`config.mk`:
```
export PLATFORM = sky130hd
export DESIGN_NAME = hanoi_engine_flat
export DESIGN_NICKNAME = d
export VERILOG_FILES = /design/src/rtl/hanoi_if.sv /design/src/rtl/hanoi_engine.sv /design/src/flat_wrapper.sv
export SDC_FILE = /design/constraint.sdc
export NUM_CORES = 1
export LEC_CHECK = 0
export ABC_CLOCK_PERIOD_IN_PS = 3020
export CORE_MARGIN = 2
export CORE_UTILIZATION = 48
export DETAILED_ROUTE_END_ITERATION = 8
export PLACE_DENSITY = 0.85
export SLEW_MARGIN = 5
export SYNTH_ARGS = -nofsm -noshare
export SYNTH_HDL_FRONTEND = slang
export SYNTH_SLANG_ARGS = --single-unit
export TNS_END_PERCENT = 20
```
`constraint.sdc`:
```
create_clock -name clk -period 3.02 [get_ports clk]
set_input_delay 0.302 -clock clk [delete_from_list [all_inputs] [get_ports clk]]
set_output_delay 0.302 -clock clk [all_outputs]
set_load 0.01 [all_outputs]
```
`src/rtl/hanoi_if.sv`:
```
// Move/response interface for the Tower-of-Hanoi engine.
// Parameters: DISCS (number of discs), PEGS (number of pegs).
// Signals:
//   mv_valid/mv_ready    move request handshake
//   mv_from/mv_to        source/destination peg index (PW bits)
//   rsp_valid/rsp_code   one-cycle response; 0 OK, 1 bad peg, 2 source empty, 3 larger-on-smaller
//   peg_cnt/top_disc     flattened per-peg disc count and top disc id (CW bits per peg)
//   solved               all discs on the last peg
//   move_cnt/err_cnt     statistics counters (zero when statistics are compiled out)
// Modports: master drives requests, slave is the engine.
interface hanoi_if #(
    parameter int unsigned DISCS = 4,
    parameter int unsigned PEGS  = 3
);
    localparam int unsigned PW = $clog2(PEGS);
    localparam int unsigned CW = $clog2(DISCS + 1);

    logic               mv_valid;
    logic               mv_ready;
    logic [PW-1:0]      mv_from;
    logic [PW-1:0]      mv_to;
    logic               rsp_valid;
    logic [1:0]         rsp_code;
    logic [PEGS*CW-1:0] peg_cnt;
    logic [PEGS*CW-1:0] top_disc;
    logic               solved;
    logic [15:0]        move_cnt;
    logic [15:0]        err_cnt;

    modport master (
        output mv_valid, mv_from, mv_to,
        input  mv_ready, rsp_valid, rsp_code, peg_cnt, top_disc, solved, move_cnt, err_cnt
    );

    modport slave (
        input  mv_valid, mv_from, mv_to,
        output mv_ready, rsp_valid, rsp_code, peg_cnt, top_disc, solved, move_cnt, err_cnt
    );
endinterface

```
`src/rtl/hanoi_engine.sv`:
```
// Tower-of-Hanoi state engine. Holds a DISCS-disc, PEGS-peg puzzle in registers,
// accepts one move at a time, checks it against the puzzle rules, commits legal moves
// and answers each move with a one-cycle response carrying an error code.
// Ports:
//   clk   clock, rising edge
//   rst   synchronous reset, active-high
//   bus   hanoi_if.slave: move handshake, response, per-peg status, solved, statistics
// Optional feature: define HANOI_STATS_EN to build saturating 16-bit move_cnt/err_cnt
// counters; otherwise both outputs are tied to zero and no counter flops exist.
module hanoi_engine #(
    parameter int unsigned DISCS = 4,
    parameter int unsigned PEGS  = 3
) (
    input logic    clk,
    input logic    rst,
    hanoi_if.slave bus
);
    localparam int unsigned PW = $clog2(PEGS);
    localparam int unsigned CW = $clog2(DISCS + 1);

    typedef enum logic [1:0] {StIdle, StCheck, StCommit} state_e;

    state_e        state_q, state_d;
    logic [PW-1:0] from_q, from_d;
    logic [PW-1:0] to_q, to_d;
    logic [1:0]    code_q, code_d;

    logic [CW-1:0] cnt_q   [PEGS];
    logic [CW-1:0] cnt_d   [PEGS];
    logic [CW-1:0] stack_q [PEGS][DISCS];
    logic [CW-1:0] stack_d [PEGS][DISCS];

    logic [CW-1:0] top      [PEGS];
    logic [CW-1:0] cnt_from;
    logic [CW-1:0] top_from;
    logic [CW-1:0] top_to;
    logic          peg_bad;

    // Top disc per peg; constant slot indices keep the select in range for any count.
    always_comb begin
        for (int p = 0; p < PEGS; p++) begin
            top[p] = '0;
            for (int s = 0; s < DISCS; s++) begin
                if (cnt_q[p] == CW'(s + 1)) top[p] = stack_q[p][s];
            end
        end
    end

    // Operand select by decode so an out-of-range peg index never addresses the arrays.
    always_comb begin
        cnt_from = '0;
        top_from = '0;
        top_to   = '0;
        for (int p = 0; p < PEGS; p++) begin
            if (from_q == PW'(p)) begin
                cnt_from = cnt_q[p];
                top_from = top[p];
            end
            if (to_q == PW'(p)) top_to = top[p];
        end
    end

    assign peg_bad = (32'(from_q) >= PEGS) || (32'(to_q) >= PEGS) || (from_q == to_q);

    always_comb begin
        state_d       = state_q;
        from_d        = from_q;
        to_d          = to_q;
        code_d        = code_q;
        cnt_d         = cnt_q;
        stack_d       = stack_q;
        bus.mv_ready  = 1'b0;
        bus.rsp_valid = 1'b0;
        bus.rsp_code  = 2'd0;
        unique case (state_q)
            StIdle: begin
                bus.mv_ready = 1'b1;
                if (bus.mv_valid) begin
                    from_d  = bus.mv_from;
                    to_d    = bus.mv_to;
                    state_d = StCheck;
                end
            end
            StCheck: begin
                if (peg_bad) begin
                    code_d = 2'd1;
                end else if (cnt_from == '0) begin
                    code_d = 2'd2;
                end else if ((top_to != '0) && (top_from > top_to)) begin
                    code_d = 2'd3;
                end else begin
                    code_d = 2'd0;
                end
                state_d = StCommit;
            end
            StCommit: begin
                bus.rsp_valid = 1'b1;
                bus.rsp_code  = code_q;
                if (code_q == 2'd0) begin
                    for (int p = 0; p < PEGS; p++) begin
                        if (from_q == PW'(p)) cnt_d[p] = cnt_q[p] - CW'(1);
                        if (to_q == PW'(p)) begin
                            for (int s = 0; s < DISCS; s++) begin
                                if (cnt_q[p] == CW'(s)) stack_d[p][s] = top_from;
                            end
                            cnt_d[p] = cnt_q[p] + CW'(1);
                        end
                    end
                end
                state_d = StIdle;
            end
            default: state_d = StIdle;
        endcase
    end

    always_ff @(posedge clk) begin
        if (rst) begin
            state_q <= StIdle;
            from_q  <= '0;
            to_q    <= '0;
            code_q  <= 2'd0;
            for (int p = 0; p < PEGS; p++) begin
                cnt_q[p] <= (p == 0) ? CW'(DISCS) : '0;
                for (int s = 0; s < DISCS; s++) begin
                    stack_q[p][s] <= (p == 0) ? CW'(DISCS - s) : '0;
                end
            end
        end else begin
            state_q <= state_d;
            from_q  <= from_d;
            to_q    <= to_d;
            code_q  <= code_d;
            cnt_q   <= cnt_d;
            stack_q <= stack_d;
        end
    end

    always_comb begin
        bus.peg_cnt  = '0;
        bus.top_disc = '0;
        for (int p = 0; p < PEGS; p++) begin
            bus.peg_cnt[p*CW +: CW]  = cnt_q[p];
            bus.top_disc[p*CW +: CW] = top[p];
        end
    end

    assign bus.solved = (cnt_q[PEGS-1] == CW'(DISCS));

`ifdef HANOI_STATS_EN
    logic [15:0] move_cnt_q;
    logic [15:0] err_cnt_q;

    // Saturating counters, updated on the response cycle.
    always_ff @(posedge clk) begin
        if (rst) begin
            move_cnt_q <= '0;
            err_cnt_q  <= '0;
        end else if (state_q == StCommit) begin
            if (code_q == 2'd0) begin
                if (move_cnt_q != 16'hFFFF) move_cnt_q <= move_cnt_q + 16'd1;
            end else begin
                if (err_cnt_q != 16'hFFFF) err_cnt_q <= err_cnt_q + 16'd1;
            end
        end
    end

    assign bus.move_cnt = move_cnt_q;
    assign bus.err_cnt  = err_cnt_q;
`else
    assign bus.move_cnt = '0;
    assign bus.err_cnt  = '0;
`endif

endmodule

```
`src/flat_wrapper.sv`:
```
// flat-port wrapper written by rule: the top's interface ports become plain ports
module hanoi_engine_flat 
#(
    parameter int unsigned DISCS = 4,
    parameter int unsigned PEGS  = 3
)
  (clk, rst, bus_mv_valid, bus_mv_from, bus_mv_to, bus_mv_ready, bus_rsp_valid, bus_rsp_code, bus_peg_cnt, bus_top_disc, bus_solved, bus_move_cnt, bus_err_cnt);
  hanoi_if #(.DISCS(DISCS), .PEGS(PEGS)) bus_i ();
  input logic clk;
  input logic rst;
  input wire logic [$bits(bus_i.mv_valid)-1:0] bus_mv_valid;
  input wire logic [$bits(bus_i.mv_from)-1:0] bus_mv_from;
  input wire logic [$bits(bus_i.mv_to)-1:0] bus_mv_to;
  output wire logic [$bits(bus_i.mv_ready)-1:0] bus_mv_ready;
  output wire logic [$bits(bus_i.rsp_valid)-1:0] bus_rsp_valid;
  output wire logic [$bits(bus_i.rsp_code)-1:0] bus_rsp_code;
  output wire logic [$bits(bus_i.peg_cnt)-1:0] bus_peg_cnt;
  output wire logic [$bits(bus_i.top_disc)-1:0] bus_top_disc;
  output wire logic [$bits(bus_i.solved)-1:0] bus_solved;
  output wire logic [$bits(bus_i.move_cnt)-1:0] bus_move_cnt;
  output wire logic [$bits(bus_i.err_cnt)-1:0] bus_err_cnt;
  assign bus_i.mv_valid = bus_mv_valid;
  assign bus_i.mv_from = bus_mv_from;
  assign bus_i.mv_to = bus_mv_to;
  assign bus_mv_ready = bus_i.mv_ready;
  assign bus_rsp_valid = bus_i.rsp_valid;
  assign bus_rsp_code = bus_i.rsp_code;
  assign bus_peg_cnt = bus_i.peg_cnt;
  assign bus_top_disc = bus_i.top_disc;
  assign bus_solved = bus_i.solved;
  assign bus_move_cnt = bus_i.move_cnt;
  assign bus_err_cnt = bus_i.err_cnt;
  hanoi_engine #(.DISCS(DISCS), .PEGS(PEGS)) u_core (.clk(clk), .rst(rst), .bus(bus_i));
endmodule
```
=== Word-level counts from Yosys, hierarchy flattened ===
Cells that the tools add are included.
Widths: inputs -> output; s select.

* $add $sub $neg: 6
* Magnitude comparators: 3
* Equal/unequal tests: 20
* Multiplexer cells: 35
* Reduce and logical (&&, ||, !) cells: 31

{| class="wikitable"
|+ Operators by type and width
! kind !! number
|-
| $mux 3 || 27
|-
| $reduce_and 4->1 || 12
|-
| $eq 3x2->1 const B || 6
|-
| $logic_not 3->1 || 4
|-
| $mux 2 || 5
|-
| $add 3x1->3 const B || 3
|-
| $eq 3x1->1 const B || 3
|-
| $eq 3x3->1 const B || 3
|-
| $reduce_and 3->1 || 3
|-
| $sub 3x1->3 const B || 3
|-
| $logic_not 2->1 || 4
|-
| $eq 2x1->1 const B || 3
|-
| $eq 2x2->1 const B || 3
|-
| $reduce_bool 2->1 || 3
|-
| $ge 2x2->1 const B || 2
|-
| $pmux 2 s2 || 1
|-
| $gt 3x3->1 || 1
|-
| $reduce_bool 3->1 || 1
|-
| $eq 2x2->1 || 1
|-
| $logic_or 1x1->1 || 2
|-
| $mux 1 || 2
|-
| $ne 2x2->1 const B || 1
|-
| $reduce_and 2->1 || 1
|-
| $logic_and 1x1->1 || 1
|}

* Flip-flop bits (word level): 53
* Output and inout bits: 55
* Logic and storage cells: 114

=== Longest topological paths before layout ===
Gate-level depths: netlist of the first run.

* Word-level depth: 13
* Mapped depth: 16
* Mapped depth without buffers: 14

=== Least setup slack after synthesis of the first run ===
No wires, ideal clock.

* Path kind: reg-to-reg
* Start: register u_core.cnt_q, in the netlist u_core.bus.peg_cnt[1]
* End: register u_core.code_q[1]
* Setup time: 0.091 ns
* Arrival: 2.877 ns
* Data required time: 2.929 ns
* Slack: 0.052 ns
* Cell stages (with the launch flop): 15
* Period minus slack after synthesis: 2.968 ns
* Path through: dfxtp_1 > ha_1 > ha_1 > nor4b_2 > a222oi_1 > a21oi_2 > a221oi_2 > buf_2 > inv_1 > ha_1 > a21o_1 > a21oi_1 > a31oi_1 > o31ai_1 > a311oi_1

* Longest elaborated chain between the ends: 13
* Elaborated cells on any way between the ends: 24
* Classes of those cells: order compare (1); eq/ne (4); mux (16); reduce/logical (3)

{| class="wikitable"
|+ RTL lines
! element !! RTL line !! RTL
|-
| start: declaration || hanoi_engine.sv:28 || <nowiki>logic [CW-1:0] cnt_q [PEGS];</nowiki>
|-
| start signal: indexed assignment || hanoi_engine.sv:123 || <nowiki>cnt_q[p] <= (p == 0) ? CW'(DISCS) : '0;</nowiki>
|-
| start signal: assignment || hanoi_engine.sv:133 || <nowiki>cnt_q <= cnt_d;</nowiki>
|-
| $eq 3x1->1 || hanoi_engine.sv:44 || <nowiki>if (cnt_q[p] == CW'(s + 1)) top[p] = stack_q[p][s];</nowiki>
|-
| $mux 3 (3 in a row) || hanoi_engine.sv:44 ||
|-
| $mux 3 (*) || hanoi_engine.sv:44 ||
|-
| named net bus_top_disc[1] || flat_wrapper.sv:18 || <nowiki>output wire logic [$bits(bus_i.top_disc)-1:0] bus_top_disc;</nowiki>
|-
| $mux 3 (*) (3 in a row) || hanoi_engine.sv:55 || <nowiki>if (from_q == PW'(p)) begin</nowiki>
|-
| named net u_core.top_from[1] || hanoi_engine.sv:35 || <nowiki>logic [CW-1:0] top_from;</nowiki>
|-
| $gt 3x3->1 (*) || hanoi_engine.sv:89 || <nowiki>end else if ((top_to != '0) && (top_from > top_to)) begin</nowiki>
|-
| $logic_and 1x1->1 (*) || hanoi_engine.sv:89 ||
|-
| $mux 2 (*) || hanoi_engine.sv:89 ||
|-
| $mux 2 (*) || hanoi_engine.sv:87 || <nowiki>end else if (cnt_from == '0) begin</nowiki>
|-
| $mux 2 (*) || hanoi_engine.sv:85 || <nowiki>if (peg_bad) begin</nowiki>
|-
| end signal: assignment || hanoi_engine.sv:132 || <nowiki>code_q <= code_d;</nowiki>
|-
| end: declaration || hanoi_engine.sv:26 || <nowiki>logic [1:0] code_q, code_d;</nowiki>
|}

Mark *: on every way through the listed nets, which the timed path passes. The rest lies on a longest branch.
A chain may end at the register's enable or synchronous reset.

=== Final worst setup path of the first run ===
* Start: register u_core.cnt_q, in the netlist u_core.bus.peg_cnt[3]
* End: register u_core.code_q[1]

* Longest elaborated chain between the ends: 12
* Elaborated cells on any way between the ends: 21
* Classes of those cells: order compare (1); eq/ne (4); mux (13); reduce/logical (3)

{| class="wikitable"
|+ RTL lines
! element !! RTL line
|-
| $eq 3x1->1 || hanoi_engine.sv:44
|-
| $mux 3 (4 in a row) || hanoi_engine.sv:44
|-
| $mux 3 (on tied branches) (2 in a row) || hanoi_engine.sv:55, hanoi_engine.sv:59
|-
| $gt 3x3->1 or $reduce_bool 3->1 (tied branches) || hanoi_engine.sv:89
|-
| $logic_and 1x1->1 || hanoi_engine.sv:89
|-
| $mux 2 || hanoi_engine.sv:89
|-
| $mux 2 (*) || hanoi_engine.sv:87
|-
| $mux 2 (*) || hanoi_engine.sv:85
|}

Every way passes the cells marked *; elsewhere a longest branch is shown, timed or not.

==> run_results.csv, run 1 <==
group,metric,value,unit
outcome,status,"complete, no violations",
placed_design,io_buffers,29,
placed_design,post_dp_cell_area,3510,sq um
global_route,grt_use_total,20.1,%
synthesis,avgSynthCellArea,8.76,sq um
detailed_routing,wl,7610,microns
cts,htree_levels,2,
die,start_util,49.3,%
synthesis,ys_warn_count,0,
worst_setup_path,max_stage_delay,400,ps
placed_design,numPlacedInstances,472,
detailed_routing,ant_nets,0,
synthesis,synthAdderAreaFrac,7.89,%
sta,maxSlewViolCount,0,
worst_setup_path,cp_slowest_cell,"nor4b_4",
synthesis,synth_xor_area_share,1.84,%
detailed_routing,vias_per_cell,5.65,
sta,skew,7.08,ps
die,num_rows,30,
synthesis,async_flop_share,0,%
placed_design,hpwl,5370,microns
die,ios,62,
global_route,grt_max_degree,50,
sta,timing.final.crit_period,2930,ps
worst_hold_path,min_path_type,"input pin to flip-flop",
cts,insertion_delay,310,ps
finish,diodes,0,
sta,finalHoldViolCount,0,
synthesis,ys_ff_latch,53,
worst_setup_path,worstSetupPathType,"flip-flop to flip-flop",
die,dieArea,7620,sq um
worst_setup_path,startpoint_type,"flip-flop",
detailed_routing,drc,0,
pwr,vdd_drop_max,0.162,mV
synthesis,synth_top_family_by_area,"compound AO/OA/AOI/OAI gates",
cts,path_clk_slew,100,ps
finish,syn_to_final_growth,12.1,%
synthesis,seq_area_frac_synth,31.9,%
sta,max_freq,342,MHz
detailed_routing,drt-pass1-iter-count,4,
die,core,6760,sq um
synthesis,yosys.area_share.simple,20.0,%
cts,cts_max_path_buffers,2,
sta,setup_ws,93.2,ps
global_route,grt_overflow,0,
worst_setup_path,path_common_cell,"ha_1",
sta,holdWs,298,ps
finish,fin_area,3730,sq um
cts,clock_sinks,53,
pwr,p_leak,1.42,nW
worst_setup_path,cp_data_required_time,3250,ps
worst_setup_path,cp-end-kind,"flip-flop",
synthesis,ys.flop_type,"dfxtp_1",
synthesis,synthMuxAreaShare,0.902,%
sta,final.setup.tns,0,ps
synthesis,synthDistinctLibCells,54,
synthesis,syn_inst,380,
finish,fin_nets,430,
global_route,antenna_found_initial,0,
detailed_routing,vias,2722,
pwr,p_per_area,391,nW/um^2
synthesis,synth_compound_area_share,24.1,%
sta,final.period_utilization,96.9,%
sta,worstMarginPinSlew,695,ps
synthesis,syn_area,3330,sq um
cts,cts_root_buffer,"clkbuf_8",
cts,cts_tree,"yes",
global_route,grt_pass1_vias,2592,
detailed_routing,detail_route.wl_per_cell,15.8,microns
placed_design,dp_slack,57.4,ps
sta,setup_viol,0,
die,die_y,87.3,microns
sta,maxSlewHeadroom,53.6,%
detailed_routing,drtIter0Drc,156,
job,drv_cap,0,
finish,drive_above_1_share,17.9,%
worst_setup_path,critPathArrivalTime,3160,ps
worst_setup_path,path_cells,"ha_1 -> ha_2 -> nor4b_4 -> a221oi_4 -> nor3_2 -> a221o_1 -> inv_1 -> ha_1 -> a21o_1 -> a21oi_1 -> a31oi_1 -> o31ai_1 -> a311oi_1",
die,fp.dieW,87.3,microns
worst_setup_path,path_max_fanout,6,
finish,final_cells,482,
placed_design,place_congestion,0.915,
synthesis,synth_enable_flop_cells,0,
cts,cts_made_buffers,5,
global_route,grt_pass1_wl,12200,microns
-- registers in the layout, indices dropped and copies added, names as in the netlist --
name / count
u_core.bus.peg_cnt: 9
u_core.code_q: 2
u_core.from_q: 2
u_core.stack_q: 36
u_core.state_q: 2
u_core.to_q: 2
-- kinds of logic after synthesis --
group	count (synthesis)
DFF	53
buffers and inverters	73
AOI/OAI and AO/OA	89
adders and majority gates	21
muxes	3
xor gates and xnor gates	7
and+or+nand+nor	133
other	1
-- Yosys cell counts (all sizes together), types with 3 or more instances --
| cell type | n | area share, % |
|---|---|---|
| and2 | 13 | 2.4 |
| dfxtp | 53 | 32 |
| o31ai | 3 | 0.83 |
| and3 | 9 | 1.7 |
| buf | 46 | 10 |
| inv | 17 | 1.9 |
| nor4 | 3 | 0.56 |
| nor2 | 72 | 8.1 |
| nor3 | 10 | 1.5 |
| and2b | 3 | 0.68 |
| clkbuf | 10 | 1.2 |
| xnor2 | 4 | 1.1 |
| ha | 21 | 7.9 |
| a21oi | 14 | 2.6 |
| a211oi | 31 | 9.4 |
| a221oi | 6 | 2.5 |
| a221o | 3 | 0.94 |
| o21ai | 8 | 1.2 |
| a31oi | 6 | 1.8 |
| xor2 | 3 | 0.79 |
| nand2 | 11 | 1.3 |
| a22o | 4 | 1.1 |
| nor4b | 3 | 1.6 |
| nor3b | 4 | 1.2 |
| mux2i | 3 | 0.90 |
-- where the power goes --
group          switching (W)  internal [W]
Clock               0.000234      0.000241
Combinational       0.000162     0.0000993
Sequential         0.0000142      0.000709
-- critical path: cells and delay by family (launching register included) --
| kind | cells | cell delay (ps) |
|---|---|---|
| AOI/OAI and AO/OA | 7 | 1080 |
| DFF | 1 | 350 |
| and+or+nand+nor | 2 | 630 |
| adders and majority gates | 3 | 720 |
| buffers and inverters | 1 | 60 |
-- path summary, 6_finish.rpt --
kind	start	endpoint	slack (ps)	depth (start not counted)
max	u_core.bus.peg_cnt[3]$_SDFFE_PP0P_	u_core.code_q[1]$_SDFFE_PP0N_	90	13
max reg2reg	u_core.bus.peg_cnt[3]$_SDFFE_PP0P_	u_core.code_q[1]$_SDFFE_PP0N_	90	13
min	rst	u_core.bus.peg_cnt[2]$_SDFFE_PP1P_	300	3
min reg2reg	u_core.stack_q[16]$_SDFFE_PP0P_	u_core.stack_q[16]$_SDFFE_PP0P_	510	2
-- stage by stage --
| stage | total power [W] | util (%) |
|---|---|---|
| 6_report | 0.00146 | 55.2 |
| 4_1_cts | 0.00145 | 53.5 |
| 5_1_grt | 0.00152 | 55.2 |
| 3_3_place_gp | 0.000981 | 52.0 |
| 2_1_floorplan | 0.000950 | - |
| 3_5_place_dp | 0.000987 | 52.0 |
-- final cells by class --
cell class	count	area, sq um
multi-input combinational	285	2030
fill	579	3020
timing repair buffer	40	368
tap	80	100
clock inverter	2	35.0
clock buffer	5	68.8
sequential	53	1070
inverter	17	63.8
-- metal layers --
metal / vias to the layer above / wire length, microns / GRT usage [%]
li1: 1303 / - / -
met2: 115 / 3640 / 34.2
met3: 19 / 476 / 5.02
met5: - / 0 / 0
met1: 1285 / 3310 / 25.0
met4: 0 / 178 / 6.01
-- cells in the final DEF, fill, tap and decap left out, types with 3 or more instances in the layout --
master and count:
nor2_1 71, dfxtp_1 47, conb_1 32, clkdlybuf4s50_1 28
inv_1 17, a211oi_2 16, ha_1 16, a211oi_1 15
and2_1 13, buf_4 11, nand2_1 10, a21oi_1 10
nor3_1 9, and3_1 9, o21ai_0 7, dfxtp_2 6
ha_2 5, clkbuf_8 5, a21oi_2 4, a221oi_2 4
a22o_1 4, a31oi_1 4, xnor2_1 4, nor4b_4 3
and2b_1 3, nor4_1 3, xor2_1 3, mux2i_1 3
-- what timing repair did --
item | in CTS | in global routing
endpoints found under the hold margin | 0 | 0
hold buffers | 0 | 0
buffers inserted | 0 | 3
endpoints found under the setup margin | 0 | 2
resized for setup | 0 | 21
No activity file was read; power rests on OpenSTA's default activity.
==> run 2, diff against run 1 <==
- SKIP_CTS_REPAIR_TIMING: default -> 1
==> results of run 2 <==
Final layout, timing and power as in run 1 (identical DEF).
==> run 3, diff against run 2 <==
- GPL_TIMING_DRIVEN: default -> 0
==> run_results.csv, run 3 (synthesis results as in run 1) <==
group,metric,value,unit
sta,final.setup.tns,0,ps
placed_design,place_congestion,0.866,
die,num_rows,30,
sta,final.period_utilization,99.1,%
detailed_routing,vias,2888,
worst_setup_path,max_stage_delay,430,ps
cts,cts_root_buffer,"clkbuf_8",
worst_hold_path,min_path_type,"input pin to flip-flop",
worst_setup_path,worstSetupPathType,"flip-flop to flip-flop",
worst_hold_path,whs_path_depth,3,
cts,path_clk_slew,100,ps
worst_setup_path,path_max_fanout,6,
worst_setup_path,cp_data_required_time,3250,ps
detailed_routing,vias_per_cell,5.34,
cts,cts_tree,"yes",
sta,skew,9.90,ps
placed_design,numPlacedInstances,519,
job,drv_cap,0,
detailed_routing,detail_route.wl_per_cell,15.4,microns
worst_setup_path,r2r_slack,30,ps
sta,maxSlewViolCount,0,
sta,grt_setup_unrepaired,"yes",
finish,n_fill_cell,548,
sta,max_freq,334,MHz
placed_design,io_buffers,28,
global_route,grt_max_degree,17,
worst_hold_path,hp-start,"rst",
cts,cts_max_path_buffers,2,
detailed_routing,wl,8350,microns
detailed_routing,drtIter0Drc,196,
cts,cts_made_buffers,5,
placed_design,post_dp_cell_area,3830,sq um
worst_setup_path,cp_slowest_cell,"a221oi_2",
worst_setup_path,r2r_cells,12,
die,die_y,87.3,microns
global_route,grt_use_total,20.8,%
die,core,6760,sq um
sta,worstMarginPinSlew,753,ps
sta,timing.final.crit_period,2990,ps
sta,holdWs,418,ps
cts,insertion_delay,320,ps
pwr,vdd_drop_max,0.184,mV
worst_hold_path,min_to,"u_core.bus.peg_cnt[2]$_SDFFE_PP1P_",
finish,fin_area,4270,sq um
worst_setup_path,path_common_cell,"ha_1",
worst_setup_path,startpoint_type,"flip-flop",
outcome,status,"complete, no violations",
finish,syn_to_final_growth,28.3,%
die,ios,62,
sta,finalHoldViolCount,0,
placed_design,hpwl,5790,microns
global_route,grt_pass1_wl,12600,microns
pwr,p_per_area,371,nW/um^2
worst_setup_path,regToRegStartpoint,"u_core.bus.peg_cnt[4]$_SDFFE_PP0P_",
detailed_routing,drt-pass1-iter-count,4,
detailed_routing,drc,0,
detailed_routing,ant_nets,0,
global_route,antenna_found_initial,0,
die,start_util,49.3,%
finish,largest_reg_flops,36,
sta,setup_viol,0,
pwr,p_leak,1.71,nW
global_route,grt_pass1_vias,2690,
cts,clock_sinks,53,
worst_setup_path,reg2reg_to,"u_core.code_q[1]$_SDFFE_PP0N_",
finish,mostFrequentLayoutCell,"nor2_1",
finish,drive_above_1_share,28.6,%
die,fp.dieW,87.3,microns
finish,diodes,0,
worst_setup_path,cp-end-kind,"flip-flop",
finish,final_cells,541,
cts,htree_levels,2,
global_route,grt_overflow,0,
worst_setup_path,path_cells,"ha_1 -> ha_4 -> nor4b_4 -> buf_4 -> a221oi_2 -> nor2_1 -> a221o_1 -> inv_1 -> ha_1 -> a31oi_1 -> o31ai_1 -> a311oi_1",
worst_setup_path,critPathArrivalTime,3220,ps
finish,regMostFlops,"u_core.stack_q",
sta,maxSlewHeadroom,49.8,%
finish,layout_common_cells,"72 x nor2_1, 47 x buf_4, 46 x dfxtp_1",
finish,fin_nets,488,
die,dieArea,7620,sq um
run 3: how the worst max path moves through the flow:
stage | startpoint | end | slack, ps | cells after the start
finish | u_core.bus.peg_cnt[4]$_SDFFE_PP0P_ | u_core.code_q[1]$_SDFFE_PP0N_ | 30 | 12
global route | u_core.bus.peg_cnt[2]$_SDFFE_PP1P_ | u_core.code_q[1]$_SDFFE_PP0N_ | -90 | 15
CTS | u_core.bus.peg_cnt[0]$_SDFFE_PP0P_ | u_core.code_q[1]$_SDFFE_PP0N_ | -510 | 14
detailed placement | u_core.bus.peg_cnt[0]$_SDFFE_PP0P_ | u_core.code_q[1]$_SDFFE_PP0N_ | -490 | 14
global placement | u_core.bus.peg_cnt[1]$_SDFFE_PP0P_ | u_core.code_q[1]$_SDFFE_PP0N_ | -300 | 14
floorplan | u_core.bus.peg_cnt[1]$_SDFFE_PP0P_ | u_core.code_q[1]$_SDFFE_PP0N_ | 50 | 14
run 3: final cells by class:
type | instances | area [sq um] | area share (%)
tap | 80 | 100 | 2.34
inverter | 17 | 63.8 | 1.49
clock inverter | 2 | 37.5 | 0.879
timing repair buffer | 42 | 385 | 9.02
buffer | 56 | 392 | 9.17
sequential | 53 | 1070 | 25.2
multi-input combinational | 285 | 2130 | 50.0
clock buffer | 6 | 82.6 | 1.93
run 3: routing by layer:
layer	wire (microns)	vias to the layer above	track usage, %
met5	0	-	0
met4	129	0	5.03
met3	478	15	3.51
met2	4120	96	35.6
met1	3630	1356	27.1
li1	-	1421	-
run 3: power by group:
group          internal [W]  switching [W]
clock network      0.000270       0.000250
registers          0.000708      0.0000134
logic              0.000154       0.000188
total               0.00113       0.000452
run 3: critical path: cells and delay by family (launching register included):
family	cells	cell delay [ps]
and+or+nand+nor	2	210
adders and majority gates	3	650
buffers and inverters	2	240
DFF	1	400
AOI/OAI and AO/OA	5	1400
run 3: per-stage QoR:
stage	setup WS [ps]	power, W	utilization [%]
2_1_floorplan	51.8	0.000950	-
3_3_place_gp	-301	0.00102	56.6
3_5_place_dp	-487	0.00103	56.6
4_1_cts	-507	0.00153	58.4
5_1_grt	-93.2	0.00163	63.2
6_report	28.4	0.00158	63.2
==> variant 1 (settings of run 1) <==
`DISCS` is set to 4 in 3 places; all go to 16.
--- a/src/rtl/hanoi_if.sv
+++ b/src/rtl/hanoi_if.sv
@@ -9,7 +9,7 @@
 //   move_cnt/err_cnt     statistics counters (zero when statistics are compiled out)
 // Modports: master drives requests, slave is the engine.
 interface hanoi_if #(
-    parameter int unsigned DISCS = 4,
+    parameter int unsigned DISCS = 16,
     parameter int unsigned PEGS  = 3
 );
     localparam int unsigned PW = $clog2(PEGS);
--- a/src/rtl/hanoi_engine.sv
+++ b/src/rtl/hanoi_engine.sv
@@ -8,7 +8,7 @@
 // Optional feature: define HANOI_STATS_EN to build saturating 16-bit move_cnt/err_cnt
 // counters; otherwise both outputs are tied to zero and no counter flops exist.
 module hanoi_engine #(
-    parameter int unsigned DISCS = 4,
+    parameter int unsigned DISCS = 16,
     parameter int unsigned PEGS  = 3
 ) (
     input logic    clk,
--- a/src/flat_wrapper.sv
+++ b/src/flat_wrapper.sv
@@ -1,7 +1,7 @@
 // flat-port wrapper written by rule: the top's interface ports become plain ports
 module hanoi_engine_flat 
 #(
-    parameter int unsigned DISCS = 4,
+    parameter int unsigned DISCS = 16,
     parameter int unsigned PEGS  = 3
 )
   (clk, rst, bus_mv_valid, bus_mv_from, bus_mv_to, bus_mv_ready, bus_rsp_valid, bus_rsp_code, bus_peg_cnt, bus_top_disc, bus_solved, bus_move_cnt, bus_err_cnt);
Ports: changed (resized bus_peg_cnt and bus_top_disc); port bits go from 62 to 74. The function was not compared with the original's and may differ.
==> variant 1 against run 1 <==
Area after synthesis rose to 4.2 times the old value. Via count grew to 5.9 times the old value. Wire length rose to 7.8 times the old value. Clock skew grew 0.0089 ns. Synthesized cell count increased to 4.5 times the old value. Critical endpoint is now u_core.code_q[0]$_SDFFE_PP0N_. Largest power group is now the clock network. Critical path depth rose by 6. The run now ends with DRC, setup timing left. First-iteration DRC count rose to 16 times the old value. Largest cell class unchanged. Setup slack got worse by 1.1 ns. Total power rose to 6.1 times the old value. Sequential cell count grew 210. Sequential share of layout area down 1.2 points. Cell area rose to 5.2 times the old value.
==> variant 1: results (changes against run 1) <==
[setup_path]
crit_slowest_cell=a222oi_1
crit_arrival_ns=4.53  ; +1.37 ns
reg2reg_from=u_core.bus.peg_cnt[0]$_SDFFE_PP0P_
r2r_cells=19  ; +6
max_stage_delay_ns=0.48  ; +0.08 ns
crit_fanout=7  ; +1
setup.worst_path.end=u_core.code_q[0]$_SDFFE_PP0N_

[finish]
fin_cells=2385  ; +390%
seq_share_pct=27.43  ; -1.2 points
n_all_buffers=382  ; +860%
drive_above_1_share_pct=30.73  ; +13 points
seq_cells=263  ; +400%
layout.nets=2010  ; +370%
inv_count=36  ; +19
multi_input_gates=1268  ; +340%
buf_share_pct=19.00  ; +9.1 points
multi_input_comb_area_um2=8768  ; +330%
register_area_um2=5310  ; +400%
clock_buffer_count=40  ; +35

[global_routing]
use_met2_pct=52.95  ; +19 points
grt_pass1_wl_um=82560  ; +570%
grt_pass1_vias=14760  ; +470%
grt_usage_pct=33.87  ; +14 points
grt_max_degree=85  ; +70%
grt_antenna_before_repair=2  ; +2
gr-usage-met1_pct=43.25  ; +18 points

[synth]
ys_seq_area_share_pct=38.07  ; +6.2 points
synthTopCellsByCount=dfxtp_1, nor2_1, a21oi_1, a211oi_1, nand2_1
ys_top_cells_by_area=dfxtp_1, a211oi_1, nor2_1, a21oi_1, o21ai_0
synthDistinctLibCells=91  ; +69%

[run_status]
outcome=finished, violations left
violations=DRC, setup timing

[clock_network]
root_buffer=clkbuf_16
clk_path_buf_depth=3  ; +1
cts-buffers-inserted=29  ; +24
post_cts_buffers=41  ; +41
cts_resized=255  ; +255
clk_latency_ns=0.57  ; +0.26 ns
clkTransAtPathRegs_ns=0.07  ; -0.03 ns

[route]
topRoutingLayerUsed=met5
firstDrtPassIters=9  ; +5
drt_iter0_drc=2559  ; +1500%
dr_total_vias=16180  ; +490%
drcViolationCount=4  ; +4
drt-total-wl_um=59080  ; +680%
dr_wl_met2_um=25080  ; +590%

[floorplanning]
die_area_um2=30190  ; +300%

[timing]
final.setup_skew_ns=0.01599  ; +0.008912 ns
fin_setup_tns_ns=-58.91  ; -58.91 ns
setup_viol=256  ; +256
setup_slack_ns=-1.021  ; -1.115 ns

[placed_design]
portBuffers=41  ; +41%
gp_congestion=0.9684  ; +5.8%
placed_cell_area_um2=16130  ; +360%
dp_hpwl_um=30970  ; +480%
place_inst=2262  ; +380%

[power]
ir_worst_vdd_uv=421.0  ; +160%

==> variant 1: worst reg2reg max path: stages, from the launching register on <==
cell        delay, ns
dfxtp_4          0.38
clkinvlp_4       0.15
ha_4             0.23
buf_8            0.14
or2_4            0.27
a222oi_1         0.48
a311o_1          0.34
a31oi_4          0.12
buf_6            0.15
mux2i_1          0.22
nor2_2           0.08
a21oi_4          0.18
inv_1            0.08
ha_1             0.31
o21ai_1          0.07
nand2b_1         0.09
a21oi_1          0.09
a31oi_1          0.26
nand3b_1         0.14
o2bb2ai_1        0.19
==> variant 1: logic make-up (layout without fill, tap and decap cells) <==
kind of cell / count (synthesis) / in the layout / share of synthesized area (%)
DFF: 263 / 263 / 38.07
and+or+nand+nor: 604 / 604 / 22.28
buffers and inverters: 214 / 470 / 7.590
xor gates and xnor gates: 13 / 13 / 0.8232
muxes: 10 / 10 / 0.7599
other: 1 / 32 / 0.02711
AOI/OAI and AO/OA: 586 / 586 / 28.37
adders and majority gates: 23 / 23 / 2.081
==> variant 1: how the worst min path moves through the flow <==
stage / from / to / cells past startpoint
after global placement: u_core.stack_q[160]$_SDFFE_PP1P_ / u_core.stack_q[160]$_SDFFE_PP1P_ / 2
after global routing: rst / u_core.bus.peg_cnt[11]$_SDFFE_PP0P_ / 2
after floorplan: bus_mv_from[0] / u_core.from_q[0]$_SDFFE_PP0P_ / 2
after CTS: rst / u_core.from_q[1]$_SDFFE_PP0P_ / 2
final: rst / u_core.from_q[0]$_SDFFE_PP0P_ / 2
after detailed placement: u_core.stack_q[160]$_SDFFE_PP1P_ / u_core.stack_q[160]$_SDFFE_PP1P_ / 2
==> variant 1: where the power goes <==
part	internal [uW]	total [uW]	switching, uW
Sequential	3480	3510	36.7
Combinational	754	1780	1020
Clock	2140	3670	1530
Total	6370	8960	2590
==> variant 2 (flow settings as in run 1) <==
Made on the original files. The 3 states of `state_e` get a one-hot encoding in 3 bits.
--- a/src/rtl/hanoi_engine.sv
+++ b/src/rtl/hanoi_engine.sv
@@ -18,7 +18,7 @@
     localparam int unsigned PW = $clog2(PEGS);
     localparam int unsigned CW = $clog2(DISCS + 1);
 
-    typedef enum logic [1:0] {StIdle, StCheck, StCommit} state_e;
+    typedef enum logic [2:0] {StIdle = 3'b001, StCheck = 3'b010, StCommit = 3'b100} state_e;
 
     state_e        state_q, state_d;
     logic [PW-1:0] from_q, from_d;
Function: same outputs for any inputs over 10 cycles, from zero or initial values and one cycle with rst high; not proved beyond that.
==> variant 2 against run 1 <==
Total power is 7.1% lower. Wire length is 6.1% higher. Area after synthesis is 2.4% lower. Setup slack worse by 0.0087 ns. Sequential cell count is 1 higher. First-iteration DRC count is 27% higher. Cell area is 3.3% higher. Clock skew is 0.0032 ns higher. Largest power group unchanged.
==> variant 2: results (changes against run 1) <==
[global_routing]
grt_max_degree=35  ; -30%
grt_pass1_vias=2606  ; +0.54%
grt_pass1_wl_um=12480  ; +1.9%
grt_usage_pct=20.98  ; +0.85 points

[placed_design]
placed_cell_area_um2=3503  ; -0.28%
pre_cts_slack_ns=-0.06357  ; -0.1209 ns
dp_hpwl_um=5591  ; +4.2%
place_inst=481  ; +1.9%
gp_congestion=0.9322  ; +1.9%

[route]
routedWlPerCell_um=16.37  ; +3.7%
avgViaCountPerCell=5.680  ; +0.57%
dr_total_vias=2800  ; +2.9%
drt_iter0_drc=198  ; +27%
firstDrtPassIters=6  ; +2

[power]
powerDensity_nw_per_um2=351.9  ; -10%
p_leak_uw=0.001456  ; +2.3%
ir_worst_vdd_uv=297.2  ; +83%

[clock_network]
clkTransAtPathRegs_ns=0.09
clk_latency_ns=0.31  ; about the same

[min_path]
hold_class=reg -> reg

[synth]
avgSynthCellArea_um2=8.437  ; -3.7%
ys_seq_area_share_pct=33.28  ; +1.4 points
ys_top_cells_by_area=dfxtp_1, ha_1, buf_4, nor2_1, mux2i_1
synthTopCellsByCount=nor2_1, dfxtp_1, buf_4, a21oi_1, ha_1
synthDistinctLibCells=53  ; -1.9%

[finish]
nFillCells=547  ; -5.5%
largest_register_ffs=36  ; unchanged
drive_above_1_share_pct=16.83  ; -1.1 points
layout.nets=443  ; +3.0%

[run_status]
outcome=finished, final reports clean

[timing]
relSlewSlack_pct=57.80  ; +4.2 points
hold_slack_ns=0.5091  ; +0.2107 ns
final.setup_skew_ns=0.01024  ; +0.003159 ns
max_freq_ghz=0.3407  ; -0.30%

[setup_path]
crit_fanout=7  ; +1
crit_arrival_ns=3.11  ; -0.05 ns

==> variant 2: cell types whose count changed after synthesis, moves of 4 or more <==
| cell | run 1 | this run |
|---|---|---|
| a211oi_1 | 15 | 5 |
| a211oi_2 | 16 | 5 |
| a21oi_1 | 10 | 24 |
| clkbuf_1 | 8 | 16 |
| mux2i_1 | 3 | 15 |
| nand2_1 | 10 | 15 |
| nor2_1 | 72 | 62 |
| nor4bb_1 | 0 | 4 |
| o21ai_0 | 7 | 15 |
==> variant 2: worst max-delay path: stages, from the launching register on <==
cell and delay [ns]:
dfxtp_4 0.40, ha_2 0.20, ha_4 0.18, nor4b_4 0.05, buf_4 0.16, a2111oi_4 0.44, nor2_2 0.10, a221o_1 0.41
inv_2 0.09, ha_4 0.20, a21o_1 0.16, a21oi_2 0.16, a31oi_2 0.06, o311ai_1 0.09, a31oi_1 0.12
==> variant 2: path summary, 6_finish.rpt <==
check | from | to | depth (start not counted)
max | u_core.bus.peg_cnt[7]$_SDFFE_PP0P_ | u_core.code_q[0]$_SDFFE_PP0N_ | 14
min reg2reg | u_core.stack_q[7]$_SDFFE_PP0P_ | u_core.stack_q[7]$_SDFFE_PP0P_ | 2
max reg2reg | u_core.bus.peg_cnt[7]$_SDFFE_PP0P_ | u_core.code_q[0]$_SDFFE_PP0N_ | 14
min | u_core.stack_q[7]$_SDFFE_PP0P_ | u_core.stack_q[7]$_SDFFE_PP0P_ | 2
==> variant 2: cells by family (layout without fill, tap and decap cells) <==
| family | Yosys count | after routing | share of synthesized area (%) |
|---|---|---|---|
| compound gates | 87 | 87 | 19.03 |
| mux | 15 | 15 | 4.622 |
| buf+inv | 70 | 70 | 12.37 |
| other cells | 1 | 32 | 0.1155 |
| xor+xnor | 7 | 7 | 1.888 |
| fa+ha+maj | 21 | 21 | 8.089 |
| flops | 54 | 54 | 33.28 |
| simple gates | 130 | 130 | 20.61 |
==> variant 2: metal layers <==
metal / part of all wire (%) / track usage (%)
met5: 0 / 0
met4: 2.4 / 7.386
met3: 5.9 / 3.810
met1: 43 / 27.18
met2: 49 / 35.17
==> variant 2: area by class of cell <==
cell class / count / area share (%)
Tap cell: 77 / 2.500
Inverter: 17 / 1.753
Multi-Input combinational cell: 292 / 53.99
Sequential cell: 54 / 28.34
Timing Repair Buffer: 45 / 10.65
Clock buffer: 7 / 1.981
Clock inverter: 1 / 0.7792
==> variant 2: report_power, final <==
part / internal [uW] / total [uW] / switching, uW
Sequential: 716 / 726 / 10.0
Clock: 249 / 480 / 231
Combinational: 52.7 / 150 / 97.5
==> variant 2: repair_timing <==
action,in CTS,in global routing
pin swaps,0,10
hold endpoints to repair,0,0
resized for setup,4,38
buffers inserted,0,4
endpoints found under the setup margin,2,5
